==> src/rtl/bmem_arbiter.sv <==
// Two-client line-memory arbiter: icache reads and dcache reads/writebacks share one bmem port.
// Build option BMEM_ARB_RR_EN: round-robin between clients; undefined gives fixed dcache priority.
module bmem_arbiter #(
  parameter int LINE_W = 256,
  parameter int ADDR_W = 32
) (
  input  logic              clk,
  input  logic              rst,
  // icache client
  input  logic [ADDR_W-1:0] i_addr,
  input  logic              i_read,
  output logic [LINE_W-1:0] i_rdata,
  output logic              i_resp,
  // dcache client
  input  logic [ADDR_W-1:0] d_addr,
  input  logic              d_read,
  input  logic              d_write,
  input  logic [LINE_W-1:0] d_wdata,
  output logic [LINE_W-1:0] d_rdata,
  output logic              d_resp,
  // memory port
  output logic [ADDR_W-1:0] bmem_addr,
  output logic              bmem_read,
  output logic              bmem_write,
  output logic [LINE_W-1:0] bmem_wdata,
  input  logic [LINE_W-1:0] bmem_rdata,
  input  logic              bmem_resp
);

  localparam int OFF_W = $clog2(LINE_W / 8);
  localparam logic [ADDR_W-1:0] LINE_MASK = ~(ADDR_W'((1 << OFF_W) - 1));

  typedef enum logic [1:0] {IDLE, SERVE_I, SERVE_D, DONE} state_t;

  state_t            state_q, state_d;
  logic [ADDR_W-1:0] addr_q, addr_d;
  logic [LINE_W-1:0] wdata_q, wdata_d;
  logic              read_q, read_d;
  logic              write_q, write_d;
  logic [LINE_W-1:0] i_rdata_q, i_rdata_d;
  logic [LINE_W-1:0] d_rdata_q, d_rdata_d;
  logic              i_resp_q, i_resp_d;
  logic              d_resp_q, d_resp_d;

  logic              d_req;
  logic              pick_dcache;
  logic [ADDR_W-1:0] sel_addr;

  assign d_req = d_read | d_write;

`ifdef BMEM_ARB_RR_EN
  // last_grant_q = 1 means the dcache was granted most recently
  logic last_grant_q, last_grant_d;
  assign pick_dcache = d_req && (!i_read || !last_grant_q);
`else
  assign pick_dcache = d_req;
`endif

  assign sel_addr = (pick_dcache ? d_addr : i_addr) & LINE_MASK;

  always_ff @(posedge clk) begin
    if (rst) begin
      state_q   <= IDLE;
      addr_q    <= '0;
      wdata_q   <= '0;
      read_q    <= 1'b0;
      write_q   <= 1'b0;
      i_rdata_q <= '0;
      d_rdata_q <= '0;
      i_resp_q  <= 1'b0;
      d_resp_q  <= 1'b0;
`ifdef BMEM_ARB_RR_EN
      last_grant_q <= 1'b0;
`endif
    end else begin
      state_q   <= state_d;
      addr_q    <= addr_d;
      wdata_q   <= wdata_d;
      read_q    <= read_d;
      write_q   <= write_d;
      i_rdata_q <= i_rdata_d;
      d_rdata_q <= d_rdata_d;
      i_resp_q  <= i_resp_d;
      d_resp_q  <= d_resp_d;
`ifdef BMEM_ARB_RR_EN
      last_grant_q <= last_grant_d;
`endif
    end
  end

  always_comb begin
    state_d   = state_q;
    addr_d    = addr_q;
    wdata_d   = wdata_q;
    read_d    = read_q;
    write_d   = write_q;
    i_rdata_d = i_rdata_q;
    d_rdata_d = d_rdata_q;
    i_resp_d  = 1'b0;
    d_resp_d  = 1'b0;
`ifdef BMEM_ARB_RR_EN
    last_grant_d = last_grant_q;
`endif
    unique case (state_q)
      IDLE: begin
        if (d_req || i_read) begin
          addr_d = sel_addr;
`ifdef BMEM_ARB_RR_EN
          last_grant_d = pick_dcache;
`endif
          if (pick_dcache) begin
            // a writeback wins over a read when both strobes are raised
            state_d = SERVE_D;
            read_d  = !d_write;
            write_d = d_write;
            wdata_d = d_wdata;
          end else begin
            state_d = SERVE_I;
            read_d  = 1'b1;
            write_d = 1'b0;
          end
        end
      end
      SERVE_I: begin
        if (bmem_resp) begin
          read_d    = 1'b0;
          write_d   = 1'b0;
          i_rdata_d = bmem_rdata;
          i_resp_d  = 1'b1;
          state_d   = DONE;
        end
      end
      SERVE_D: begin
        if (bmem_resp) begin
          if (read_q) begin
            d_rdata_d = bmem_rdata;
          end
          read_d   = 1'b0;
          write_d  = 1'b0;
          d_resp_d = 1'b1;
          state_d  = DONE;
        end
      end
      DONE: begin
        state_d = IDLE;
      end
      default: begin
        state_d = IDLE;
      end
    endcase
  end

  assign bmem_addr  = addr_q;
  assign bmem_wdata = wdata_q;
  assign bmem_read  = read_q;
  assign bmem_write = write_q;
  assign i_rdata    = i_rdata_q;
  assign d_rdata    = d_rdata_q;
  assign i_resp     = i_resp_q;
  assign d_resp     = d_resp_q;

endmodule
==> config.mk <==
export PLATFORM = sky130hd
export DESIGN_NAME = bmem_arbiter
export DESIGN_NICKNAME = d
export VERILOG_FILES = /design/src/rtl/bmem_arbiter.sv
export SDC_FILE = /design/constraint.sdc
export NUM_CORES = 2
export LEC_CHECK = 0
export CAP_MARGIN = 20
export CORE_AREA = 2 2 535 537
export DETAILED_ROUTE_END_ITERATION = 12
export DIE_AREA = 0 0 537 539
export PLACE_DENSITY_LB_ADDON = 0.08
export SLEW_MARGIN = 5
export SYNTH_ARGS = -nofsm -noshare
export SYNTH_HDL_FRONTEND = slang
export SYNTH_SLANG_ARGS = --single-unit
export TNS_END_PERCENT = 100
==> constraint.sdc <==
create_clock -name clk -period 4.5 [get_ports clk]
set_clock_uncertainty 0.15 [all_clocks]
set_input_delay 0.9 -clock clk [delete_from_list [all_inputs] [get_ports clk]]
set_output_delay 0.9 -clock clk [all_outputs]
set_load 0.1 [all_outputs]
==> run_results.csv <==
group,metric,value,unit
sta,whs,0.301,ns
floorplanning,start_util,0.0977,
min_path,hold-path-endpoint,"bmem_wdata[26]$_SDFFE_PP0P_",
layout,area_growth,79.3,%
min_path,hp-start,"bmem_wdata[26]$_SDFFE_PP0P_",
sta,finalMaxSlewViolations,0,
clock_tree,clockBufferDepth,4,
pwr,ir_drop,0.315,mV
sta,finalCritPeriodShare,0.819,
route,avgViaCountPerCell,3.32,
logic_synthesis,netlist_area,27800,um2
logic_synthesis,yosys_warnings,0,
placement,port_buffers,1370,
pwr,finalPower,0.0310,W
worst_setup_path,crit_path_start_kind,"flip-flop",
global_routing,grt_max_degree,127,
clock_tree,tritoncts,"done",
status,outcome,"finished clean",
global_routing,grt_pass1_vias,28933,
floorplanning,die_width,537,um
logic_synthesis,avgSynthCellArea,7.94,um2
global_routing,grt_overflow,0,
layout,drive_gt1_frac,0.0694,
sta,worst_slack,0.816,ns
worst_setup_path,r2r_setup_slack,2.23,ns
placement,hpwl,154000,um
min_path,min_path_cells,2,
clock_tree,h-tree-depth,3,
logic_synthesis,synth_top_cell_by_area,"dfxtp_1",
global_routing,use_met3,0.0631,
global_routing,use_met2,0.224,
clock_tree,clk-insertion-delay-late,0.79,ns
worst_setup_path,r2r_cells,6,
floorplanning,row_count,196,
worst_setup_path,reg2reg_to,"d_rdata[134]$_SDFFE_PP0P_",
clock_tree,cts-root-buf,"clkbuf_16",
sta,fmax,271,MHz
worst_setup_path,arrival,2.63,ns
route,wl_per_cell,23.0,um
logic_synthesis,yosysTopAreaCellShare,0.578,
route,drt-total-wl,200000,um
worst_setup_path,cp_cell_sequence,"clkdlybuf4s50_1",
floorplanning,core,284000,um2
floorplanning,io_pins,1386,
route,first_pass_iters,5,
clock_tree,cts_buffers,119,
layout,final_cell_mix,"nand2_1, clkdlybuf4s50_1, dfxtp_1, a21oi_1, clkbuf_16",
floorplanning,die_y,539,um
sta,hold_viol_final,0,
sta,rsz0062_at_grt,"no",
sta,worstMarginPinSlew,1.23,ns
placement,gp_congestion,0.791,
logic_synthesis,synth.distinct_cells,29,
worst_setup_path,critical-path-max-stage-delay,1.29,ns
logic_synthesis,ys_ff_latch,801,
worst_setup_path,path_buf_inv,1,
route,final_antenna_net_count,0,
clock_tree,holdBufCountCts,0,
sta,maxSlewHeadroom,0.177,
sta,setup_viol,0,
worst_setup_path,critPathCaptureType,"output port",
layout,finalCoreUtilization,0.175,
logic_synthesis,ys_seq_area_frac,0.578,
worst_setup_path,critPathTopFamily,"buffers and inverters",
pwr,powerDensity,622,nW/um2
placement,dp_slack,1.06,ns
run,drv_cap,0,
worst_setup_path,path_class,"flip-flop to output port",
route,drc_errors,0,
sta,timing.final.crit_period,3.68,ns
clock_tree,cts_resized,0,
worst_setup_path,slowest_stage,"clkdlybuf4s50_1",
clock_tree,clock-sinks,801,
floorplanning,die_area,289000,um2
global_routing,antenna_found_initial,80,
clock_tree,clk_pin_slew_worst_paths,0.06,ns
min_path,worstHoldPathType,"flip-flop to flip-flop",
global_routing,top_usage_layer,"met2",
route,first_iter_violations,1178,
layout,nets,5395,
logic_synthesis,synth.area.top_cells,"dfxtp_1, nand2_1, a21oi_1",
layout,final_common_cell,"nand2_1",
global_routing,grt_pass1_wl,265000,um
global_routing,met1_usage,0.150,
clock_tree,cts_setup_buffers,0,
route,via_count,28835,
layout,num-fill-cells,31969,
global_routing,grtUsageTotal,0.132,
logic_synthesis,syn_inst,3495,
pwr,power.leakage,16.6,nW
sta,finalSetupTns,0,ns
worst_setup_path,cp.required,3.45,ns
worst_setup_path,r2r_start,"state_q[0]$_SDFFE_PP0P_",
worst_setup_path,crit_path_max_fanout,2,
power breakdown:
group | internal [W] | leakage, nW | total [W] | switching [W]
Clock | 0.00560 | 1.85 | 0.00938 | 0.00378
Combinational | 0.00286 | 8.26 | 0.0130 | 0.0102
Sequential | 0.00803 | 6.52 | 0.00856 | 0.000529
Total | 0.0165 | 16.6 | 0.0310 | 0.0145
logic make-up after synthesis:
kind of cell | synth area share
flip-flops | 0.578
other | 0.000135
AND/OR/NAND/NOR | 0.210
buffers and inverters | 0.0478
AO/OA/AOI/OAI | 0.152
adder cells (fa/ha/maj) | 0.00225
multiplexers | 0.0101
layout make-up:
type,count,area (um2),share of cell area
inverter,3,11.3,0.000226
tap,3762,4710,0.0946
multi-input combinational,2422,10500,0.210
sequential,801,16000,0.322
clock buffer,192,3580,0.0720
antenna,27,67.6,0.00136
clock inverter,18,209,0.00420
timing repair buffer,1461,14700,0.295
Yosys cell counts:
| cell | instances |
|---|---|
| nand2_1 | 1538 |
| and3_1 | 2 |
| nor2_1 | 3 |
| a211oi_1 | 1 |
| nor3_1 | 1 |
| o31a_1 | 1 |
| buf_2 | 92 |
| ha_1 | 5 |
| a22oi_1 | 1 |
| or4_1 | 1 |
| buf_1 | 20 |
| and2_1 | 1 |
| nand3_1 | 1 |
| a21oi_1 | 796 |
| nor4b_1 | 1 |
| buf_4 | 47 |
| o21a_1 | 3 |
| mux2i_1 | 28 |
| nor2b_1 | 1 |
| clkbuf_1 | 114 |
| a31o_2 | 1 |
| a2111oi_2 | 1 |
| nor3b_1 | 1 |
| dfxtp_1 | 801 |
| o21ai_1 | 9 |
| inv_1 | 3 |
| conb_1 | 1 |
| o21ai_0 | 20 |
| a21o_1 | 1 |
metal layers:
metal / part of all wire / routed length, um / vias up
met5: 0.0019 / 382 / -
met4: 0.019 / 3740 / 60
met3: 0.11 / 21300 / 261
met2: 0.48 / 95000 / 964
met1: 0.40 / 79400 / 13605
li1: - / - / 13945
flip-flops by register name, indices dropped and copies added (netlist names):
| signal | flops |
|---|---|
| bmem_wdata | 256 |
| state_q | 2 |
| i_rdata | 256 |
| d_resp | 1 |
| i_resp | 1 |
| bmem_write | 1 |
| bmem_read | 1 |
| bmem_addr | 27 |
| d_rdata | 256 |
worst max-delay path by stage:
stage,startpoint,endpoint,cells after the start
3_5_place_dp,bmem_resp,d_rdata[134]$_SDFFE_PP0P_,5
5_1_grt,bmem_wdata[83]$_SDFFE_PP0P_,bmem_wdata[83],1
3_3_place_gp,bmem_resp,d_rdata[47]$_SDFFE_PP0P_,6
4_1_cts,bmem_wdata[83]$_SDFFE_PP0P_,bmem_wdata[83],1
2_1_floorplan,bmem_read$_SDFFE_PP0P_,d_rdata[215]$_SDFFE_PP0P_,5
6_report,bmem_wdata[83]$_SDFFE_PP0P_,bmem_wdata[83],1
stage by stage:
stage	instance area (um2)	std cells
after floorplan	27800	3499
after global placement	45800	8443
after detailed placement	45900	8449
after CTS	49700	8659
after global routing	49700	8664
final	49800	8686
Power figures use the tool's default switching activity.
